`src/rtl/stack_pkg.sv`:
```
// Shared constants for the stack engine: FSM state encoding and default geometry.
// The peek extension is enabled by defining STACK_CONTROLLER_PEEK_EN.
package stack_pkg;

  typedef enum logic [1:0] {
    IDLE    = 2'd0,
    WRITE   = 2'd1,
    READ    = 2'd2,
    CAPTURE = 2'd3
  } state_e;

  localparam int             DEFAULT_ADDR_WIDTH  = 10;
  localparam int             DEFAULT_DATA_WIDTH  = 8;
  localparam logic [9:0]     DEFAULT_STACK_BASE  = 10'h3FF;
  localparam int             DEFAULT_STACK_DEPTH = 64;

endpackage

```
`src/rtl/stack_controller_if.sv`:
```
// CPU request/response and data_memory port bundle for stack_controller.
// The in_peek request exists only when STACK_CONTROLLER_PEEK_EN is defined.
interface stack_controller_if #(
  parameter int ADDR_WIDTH = 10,
  parameter int DATA_WIDTH = 8
);

  logic                  in_push;
  logic                  in_pop;
  logic [DATA_WIDTH-1:0] in_data;
`ifdef STACK_CONTROLLER_PEEK_EN
  logic                  in_peek;
`endif
  logic [DATA_WIDTH-1:0] out_data;
  logic                  out_valid;
  logic                  out_busy;
  logic                  out_full;
  logic                  out_empty;
  logic                  out_err;
  logic [ADDR_WIDTH-1:0] out_mem_addr;
  logic                  out_mem_write_en;
  logic [DATA_WIDTH-1:0] out_mem_data;
  logic [DATA_WIDTH-1:0] in_mem_data;

`ifdef STACK_CONTROLLER_PEEK_EN
  modport slave (
    input  in_push, in_pop, in_data, in_peek, in_mem_data,
    output out_data, out_valid, out_busy, out_full, out_empty, out_err,
           out_mem_addr, out_mem_write_en, out_mem_data
  );
  modport master (
    output in_push, in_pop, in_data, in_peek, in_mem_data,
    input  out_data, out_valid, out_busy, out_full, out_empty, out_err,
           out_mem_addr, out_mem_write_en, out_mem_data
  );
`else
  modport slave (
    input  in_push, in_pop, in_data, in_mem_data,
    output out_data, out_valid, out_busy, out_full, out_empty, out_err,
           out_mem_addr, out_mem_write_en, out_mem_data
  );
  modport master (
    output in_push, in_pop, in_data, in_mem_data,
    input  out_data, out_valid, out_busy, out_full, out_empty, out_err,
           out_mem_addr, out_mem_write_en, out_mem_data
  );
`endif

endinterface

```
`src/rtl/stack_pointer.sv`:
```
// Occupancy counter for a downward-growing stack; derives full/empty flags
// and the top-of-stack and next-free addresses from the registered count.
module stack_pointer
  import stack_pkg::*;
#(
  parameter int                    ADDR_WIDTH  = DEFAULT_ADDR_WIDTH,
  parameter logic [ADDR_WIDTH-1:0] STACK_BASE  = ADDR_WIDTH'(DEFAULT_STACK_BASE),
  parameter int                    STACK_DEPTH = DEFAULT_STACK_DEPTH,
  parameter int                    CNT_WIDTH   = $clog2(STACK_DEPTH + 1)
) (
  input  logic                  clk,
  input  logic                  rst,
  input  logic                  inc_i,
  input  logic                  dec_i,
  output logic [CNT_WIDTH-1:0]  count_o,
  output logic                  full_o,
  output logic                  empty_o,
  output logic [ADDR_WIDTH-1:0] topAddr_o,
  output logic [ADDR_WIDTH-1:0] freeAddr_o
);

  localparam logic [CNT_WIDTH-1:0] DEPTH_CNT = CNT_WIDTH'(STACK_DEPTH);
  localparam logic [CNT_WIDTH-1:0] ONE_CNT   = CNT_WIDTH'(1);

  logic [CNT_WIDTH-1:0] count_q;
  logic [CNT_WIDTH-1:0] count_d;
  logic                 canInc;
  logic                 canDec;

  // Saturating guards keep the count in range even if a caller misbehaves.
  always_comb begin
    canInc  = inc_i && (count_q != DEPTH_CNT);
    canDec  = dec_i && (count_q != '0);
    count_d = count_q;
    if (canInc && !canDec) begin
      count_d = count_q + ONE_CNT;
    end else if (canDec && !canInc) begin
      count_d = count_q - ONE_CNT;
    end
  end

  always_ff @(posedge clk) begin
    if (rst) begin
      count_q <= '0;
    end else begin
      count_q <= count_d;
    end
  end

  always_comb begin
    count_o    = count_q;
    full_o     = (count_q == DEPTH_CNT);
    empty_o    = (count_q == '0);
    freeAddr_o = STACK_BASE - ADDR_WIDTH'(count_q);
    topAddr_o  = STACK_BASE - ADDR_WIDTH'(count_q) + ADDR_WIDTH'(1);
  end

endmodule

```
`src/rtl/stack_controller.sv`:
```
// Stack engine driving a write-first, registered-read data memory; push/pop/peek
// sequencing FSM. Peek support is compiled in with STACK_CONTROLLER_PEEK_EN.
module stack_controller
  import stack_pkg::*;
#(
  parameter int                    ADDR_WIDTH  = DEFAULT_ADDR_WIDTH,
  parameter int                    DATA_WIDTH  = DEFAULT_DATA_WIDTH,
  parameter logic [ADDR_WIDTH-1:0] STACK_BASE  = ADDR_WIDTH'(DEFAULT_STACK_BASE),
  parameter int                    STACK_DEPTH = DEFAULT_STACK_DEPTH
) (
  input logic               clk,
  input logic               rst,
  stack_controller_if.slave bus
);

  localparam int CNT_WIDTH = $clog2(STACK_DEPTH + 1);

  state_e                state_q;
  state_e                state_d;
  logic [DATA_WIDTH-1:0] wrData_q;
  logic [DATA_WIDTH-1:0] wrData_d;
  logic [ADDR_WIDTH-1:0] memAddr_q;
  logic [ADDR_WIDTH-1:0] memAddr_d;
  logic                  memWe_q;
  logic                  memWe_d;
  logic [DATA_WIDTH-1:0] outData_q;
  logic [DATA_WIDTH-1:0] outData_d;
  logic                  outValid_q;
  logic                  outValid_d;
  logic                  err_q;
  logic                  err_d;
  logic                  peekOp_q;
  logic                  peekOp_d;

  logic                  spInc;
  logic                  spDec;
  logic [CNT_WIDTH-1:0]  count;
  logic                  full;
  logic                  empty;
  logic [ADDR_WIDTH-1:0] topAddr;
  logic [ADDR_WIDTH-1:0] freeAddr;
  logic                  collision;
  logic                  readReq;

  stack_pointer #(
    .ADDR_WIDTH (ADDR_WIDTH),
    .STACK_BASE (STACK_BASE),
    .STACK_DEPTH(STACK_DEPTH),
    .CNT_WIDTH  (CNT_WIDTH)
  ) u_stack_pointer (
    .clk       (clk),
    .rst       (rst),
    .inc_i     (spInc),
    .dec_i     (spDec),
    .count_o   (count),
    .full_o    (full),
    .empty_o   (empty),
    .topAddr_o (topAddr),
    .freeAddr_o(freeAddr)
  );

  // More than one simultaneous request is a collision; a read request is a
  // pop or (when enabled) a peek arriving on its own.
`ifdef STACK_CONTROLLER_PEEK_EN
  always_comb begin
    collision = (bus.in_push && bus.in_pop) || (bus.in_push && bus.in_peek) ||
                (bus.in_pop && bus.in_peek);
    readReq   = bus.in_pop || bus.in_peek;
  end
`else
  always_comb begin
    collision = bus.in_push && bus.in_pop;
    readReq   = bus.in_pop;
  end
`endif

  always_ff @(posedge clk) begin
    if (rst) begin
      state_q    <= IDLE;
      wrData_q   <= '0;
      memAddr_q  <= STACK_BASE;
      memWe_q    <= 1'b0;
      outData_q  <= '0;
      outValid_q <= 1'b0;
      err_q      <= 1'b0;
      peekOp_q   <= 1'b0;
    end else begin
      state_q    <= state_d;
      wrData_q   <= wrData_d;
      memAddr_q  <= memAddr_d;
      memWe_q    <= memWe_d;
      outData_q  <= outData_d;
      outValid_q <= outValid_d;
      err_q      <= err_d;
      peekOp_q   <= peekOp_d;
    end
  end

  // Memory-port values are registered on entry to WRITE/READ so they are stable
  // for the whole access cycle and simply hold once the FSM is back in IDLE.
  always_comb begin
    state_d    = state_q;
    wrData_d   = wrData_q;
    memAddr_d  = memAddr_q;
    memWe_d    = 1'b0;
    outData_d  = outData_q;
    outValid_d = 1'b0;
    err_d      = err_q;
    peekOp_d   = peekOp_q;
    spInc      = 1'b0;
    spDec      = 1'b0;
    case (state_q)
      IDLE: begin
        if (collision) begin
          err_d = 1'b1;
        end else if (bus.in_push) begin
          if (full) begin
            err_d = 1'b1;
          end else begin
            wrData_d  = bus.in_data;
            memAddr_d = freeAddr;
            memWe_d   = 1'b1;
            state_d   = WRITE;
          end
        end else if (readReq) begin
          if (empty) begin
            err_d = 1'b1;
          end else begin
            memAddr_d = topAddr;
            peekOp_d  = !bus.in_pop;
            state_d   = READ;
          end
        end
      end
      WRITE: begin
        spInc   = 1'b1;
        state_d = IDLE;
      end
      READ: begin
        state_d = CAPTURE;
      end
      CAPTURE: begin
        outData_d  = bus.in_mem_data;
        outValid_d = 1'b1;
        spDec      = !peekOp_q && (count != '0);
        state_d    = IDLE;
      end
      default: begin
        state_d = IDLE;
      end
    endcase
  end

  always_comb begin
    bus.out_data         = outData_q;
    bus.out_valid        = outValid_q;
    bus.out_busy         = (state_q != IDLE);
    bus.out_full         = full;
    bus.out_empty        = empty;
    bus.out_err          = err_q;
    bus.out_mem_addr     = memAddr_q;
    bus.out_mem_write_en = memWe_q;
    bus.out_mem_data     = wrData_q;
  end

endmodule

```
`src/flat_wrapper.sv`:
```
// flat-port wrapper written by rule: the top's interface ports become plain ports
module stack_controller_flat import stack_pkg::*;
#(
  parameter int                    ADDR_WIDTH  = DEFAULT_ADDR_WIDTH,
  parameter int                    DATA_WIDTH  = DEFAULT_DATA_WIDTH,
  parameter logic [ADDR_WIDTH-1:0] STACK_BASE  = ADDR_WIDTH'(DEFAULT_STACK_BASE),
  parameter int                    STACK_DEPTH = DEFAULT_STACK_DEPTH
)
  (clk, rst, bus_in_push, bus_in_pop, bus_in_data, bus_in_mem_data, bus_out_data, bus_out_valid, bus_out_busy, bus_out_full, bus_out_empty, bus_out_err, bus_out_mem_addr, bus_out_mem_write_en, bus_out_mem_data);
  stack_controller_if #(.ADDR_WIDTH(ADDR_WIDTH), .DATA_WIDTH(DATA_WIDTH)) bus_i ();
  input logic clk;
  input logic rst;
  input wire logic [$bits(bus_i.in_push)-1:0] bus_in_push;
  input wire logic [$bits(bus_i.in_pop)-1:0] bus_in_pop;
  input wire logic [$bits(bus_i.in_data)-1:0] bus_in_data;
  input wire logic [$bits(bus_i.in_mem_data)-1:0] bus_in_mem_data;
  output wire logic [$bits(bus_i.out_data)-1:0] bus_out_data;
  output wire logic [$bits(bus_i.out_valid)-1:0] bus_out_valid;
  output wire logic [$bits(bus_i.out_busy)-1:0] bus_out_busy;
  output wire logic [$bits(bus_i.out_full)-1:0] bus_out_full;
  output wire logic [$bits(bus_i.out_empty)-1:0] bus_out_empty;
  output wire logic [$bits(bus_i.out_err)-1:0] bus_out_err;
  output wire logic [$bits(bus_i.out_mem_addr)-1:0] bus_out_mem_addr;
  output wire logic [$bits(bus_i.out_mem_write_en)-1:0] bus_out_mem_write_en;
  output wire logic [$bits(bus_i.out_mem_data)-1:0] bus_out_mem_data;
  assign bus_i.in_push = bus_in_push;
  assign bus_i.in_pop = bus_in_pop;
  assign bus_i.in_data = bus_in_data;
  assign bus_i.in_mem_data = bus_in_mem_data;
  assign bus_out_data = bus_i.out_data;
  assign bus_out_valid = bus_i.out_valid;
  assign bus_out_busy = bus_i.out_busy;
  assign bus_out_full = bus_i.out_full;
  assign bus_out_empty = bus_i.out_empty;
  assign bus_out_err = bus_i.out_err;
  assign bus_out_mem_addr = bus_i.out_mem_addr;
  assign bus_out_mem_write_en = bus_i.out_mem_write_en;
  assign bus_out_mem_data = bus_i.out_mem_data;
  stack_controller #(.ADDR_WIDTH(ADDR_WIDTH), .DATA_WIDTH(DATA_WIDTH), .STACK_BASE(STACK_BASE), .STACK_DEPTH(STACK_DEPTH)) u_core (.clk(clk), .rst(rst), .bus(bus_i));
endmodule
```
`config.mk`:
```
export PLATFORM = sky130hd
export DESIGN_NAME = stack_controller_flat
export DESIGN_NICKNAME = d
export VERILOG_FILES = /design/src/rtl/stack_pkg.sv /design/src/rtl/stack_controller_if.sv /design/src/rtl/stack_pointer.sv /design/src/rtl/stack_controller.sv /design/src/flat_wrapper.sv
export SDC_FILE = /design/constraint.sdc
export NUM_CORES = 1
export LEC_CHECK = 0
export CORE_ASPECT_RATIO = 1.5
export CORE_MARGIN = 2
export CORE_UTILIZATION = 45
export CTS_CLUSTER_SIZE = 24
export DETAILED_ROUTE_END_ITERATION = 7
export DONT_BUFFER_PORTS = 1
export SLEW_MARGIN = 25
export SYNTH_ARGS = -nofsm -noshare
export SYNTH_HDL_FRONTEND = slang
export SYNTH_SLANG_ARGS = --single-unit
```
`constraint.sdc`:
```
create_clock -name clk -period 6.2 [get_ports clk]
set_clock_uncertainty 0.2 [all_clocks]
set_input_delay 0.31 -clock clk [delete_from_list [all_inputs] [get_ports clk]]
set_output_delay 0.31 -clock clk [all_outputs]
set_load 0.02 [all_outputs]
```
==> flow_summary.ini <==
[logic_synthesis]
synth_area_um2 = 1939
ys_async_sr_fraction = 0
ys_seq_area_frac = 0.4026
synthDistinctLibCells = 47
yosys_most_used_dff = dfxtp_1
yosys-top-cells-area = dfxtp_1, ha_1, nand2_1
yosysTopAreaCell = dfxtp_1
synth_top_area_share = 0.4026
postSynthCellCount = 211
ys_warn_count = 0
synth_edf_count = 0
synth_nets = 243
avgSynthCellArea_um2 = 9.191
ys_seq_elements = 39

[clock_tree]
clk_latency_ns = 0.29
clk_pin_slew_ns = 0.07
clockRootBuffer = clkbuf_8
clockBufferDepth = 2
cts_setup_buffers = 0
cts_tree = yes
cts_made_buffers = 5
htree_levels = 2
clock-sinks = 39

[floorplan]
dieWidth_um = 57.60
core_area_um2 = 4173
num_rows = 29
start_util = 0.4648
ioPinCount = 52
die_h_um = 84.40
dieArea_um2 = 4861

[power]
switchingPower_w = 0.0005163
intPower_w = 0.0006680
p_leak_nw = 0.8930
pwr-share-seq = 0.372
pwr-share-comb = 0.449
worst_ir_drop_vdd_mv = 0.3276
clkPwrFrac = 0.179
power.density_nw_per_um2 = 525.0
swShare = 0.4360

[sta]
maxSlewViolCount = 0
timing.fmax_mhz = 242.2
tns_ns = 0
post-route-period-util = 0.6658
period_minus_slack_ns = 4.128
slew-limit-headroom = 0.3652
rsz0062_at_grt = false
whs_ns = 0.01847
hold_viol = 0
setup_viol = 0
tightest_slew_ns = 0.9490

[layout]
nets = 260
final_common_cell = dfxtp_1
fillCellCount = 397
final_area_um2 = 2256
layout_common_cells = dfxtp_1, nand2_1, dlygate4sd3_1
drive_gt1_frac = 0.07860
antenna_cells = 0
fin_cells = 275
area_growth_pct = 16.32

[detailed_routing]
via_per_inst = 5.655
first_iter_violations = 40
wl_um = 4114
drc = 0
drt.antenna.violating_nets = 0
dr_total_vias = 1555
post_drt_wl_per_cell_um = 14.96
first_pass_iters = 4

[worst_hold_path]
hold_class = primary input to register

[global_route]
gr-total-overflow = 0
grt_pass1_vias = 1583
grt.total_usage = 0.1846
antenna_found_initial = 0
grt_pass1_wl_um = 7100
grt_max_degree = 27

[worst_setup_path]
cp_data_arrival_time_ns = 4.11
cp_cell_sequence = inv_1, ha_1, or4b_4, nor3_1, or3_1, ha_1, inv_1, fa_1, a211oi_1, nor2b_1, o211ai_1, mux2_2
critPathTopFamily = simple AND/OR/NAND/NOR gates
cp_slowest_cell = nor3_1
path_buf_inv = 2
start_kind = register
worst-path-max-fanout = 6
critPathRequiredTime_ns = 6.18
worstSetupPathType = register to register
slowest_delay_ns = 0.69
crit_path_end_kind = register

[outcome]
outcome = complete, no violations

[place]
hpwl_um = 2895
routabilityCongestion = 0.8337
io_buffers = 0
dp_cells = 248
place_area_um2 = 1953

[job]
drv_cap = 0
## cells in the mapped netlist (2+ instances only)
library cell / count
o211ai_1: 5
o211ai_2: 3
a311oi_1: 2
o21ai_1: 2
mux2i_1: 9
o31ai_1: 3
or4_1: 4
nand3_1: 3
xnor2_1: 6
a21oi_1: 12
nor4_1: 2
buf_2: 2
clkbuf_1: 3
buf_1: 3
nand2_2: 2
dfxtp_1: 39
or3_1: 2
and2_1: 2
ha_1: 11
o21a_1: 2
a31oi_1: 2
xor2_1: 3
inv_1: 11
a21o_1: 2
nand2_1: 27
a211oi_1: 3
nor3_1: 6
nor2_1: 18
nor2b_1: 4
## worst register-to-register path, stage by stage (launching register included)
cell	delay (ns)
dfxtp_1	0.38
inv_1	0.09
ha_1	0.17
or4b_4	0.50
nor3_1	0.69
or3_1	0.21
ha_1	0.24
inv_1	0.16
fa_1	0.45
a211oi_1	0.28
nor2b_1	0.11
o211ai_1	0.20
mux2_2	0.35
## final cells by class
type	instances	area, µm²	area share
multi-input cells	152	1074	0.4759
flip-flops and latches	39	780.7	0.3461
repair buffers	19	190.2	0.08430
clock buffers	5	68.82	0.03050
well taps	46	57.56	0.02551
clock inverters	3	43.79	0.01941
inverters	11	41.29	0.01830
## power by group through the flow
stage / Combinational, W / Clock (W) / Sequential [W]
2_1_floorplan: 0.000466 / 0 / 0.000421
3_3_place_gp: 0.000511 / 0 / 0.000446
3_5_place_dp: 0.000523 / 0 / 0.000448
4_1_cts: 0.000537 / 0.000216 / 0.000442
5_1_grt: 0.000597 / 0.000226 / 0.000451
6_report: 0.000532 / 0.000212 / 0.000440
## registers in the layout, summed over array words and instances, names as in the netlist, 2 cells and up
register	cells
u_core.u_stack_pointer.count_o	7
u_core.bus.out_mem_data	8
u_core.bus.out_mem_addr	10
u_core.state_q	2
u_core.bus.out_data	8
## per-stage QoR
stage          setup WS (ns)  utilization  total power [W]
2_1_floorplan          2.417            -        0.0008865
3_3_place_gp           2.124       0.4681        0.0009560
3_5_place_dp           2.047       0.4681        0.0009710
4_1_cts                2.034       0.5406         0.001195
5_1_grt                1.808       0.5406         0.001274
6_report               2.072       0.5406         0.001184
## worst paths after layout
check / start / endpoint / slack (ns) / cells after the start
worst max register to register: u_core.u_stack_pointer.count_o[0] / u_core.u_stack_pointer.count_o[6] / 2.07 / 12
worst min register to register: u_core.peekOp_q / u_core.peekOp_q / 0.27 / 2
worst min-delay path: bus_in_push / u_core.state_q[1] / 0.02 / 2
worst max-delay path: u_core.u_stack_pointer.count_o[0] / u_core.u_stack_pointer.count_o[6] / 2.07 / 12
## repair_timing
action	4_1_cts	5_1_grt
hold buffers	19	0
hold endpoints to repair	26	0
endpoints found under the setup margin	0	0
gates resized for setup	0	0
## routing by layer
| metal | global-route usage | share of wire |
|---|---|---|
| met2 | 0.3337 | 0.52 |
| met1 | 0.1967 | 0.39 |
| met4 | 0.07822 | 0.021 |
| met3 | 0.04622 | 0.066 |
| met5 | 0 | 0 |
## cells by family after synthesis
family	after synthesis	share of synthesized area
fa+ha+maj	12	0.08129
buf+inv	20	0.04387
xor+xnor	9	0.04065
flops	39	0.4026
simple gates	79	0.2084
mux	10	0.05226
compound gates	42	0.1710
Note: power is estimated with default switching activity, not from simulation.
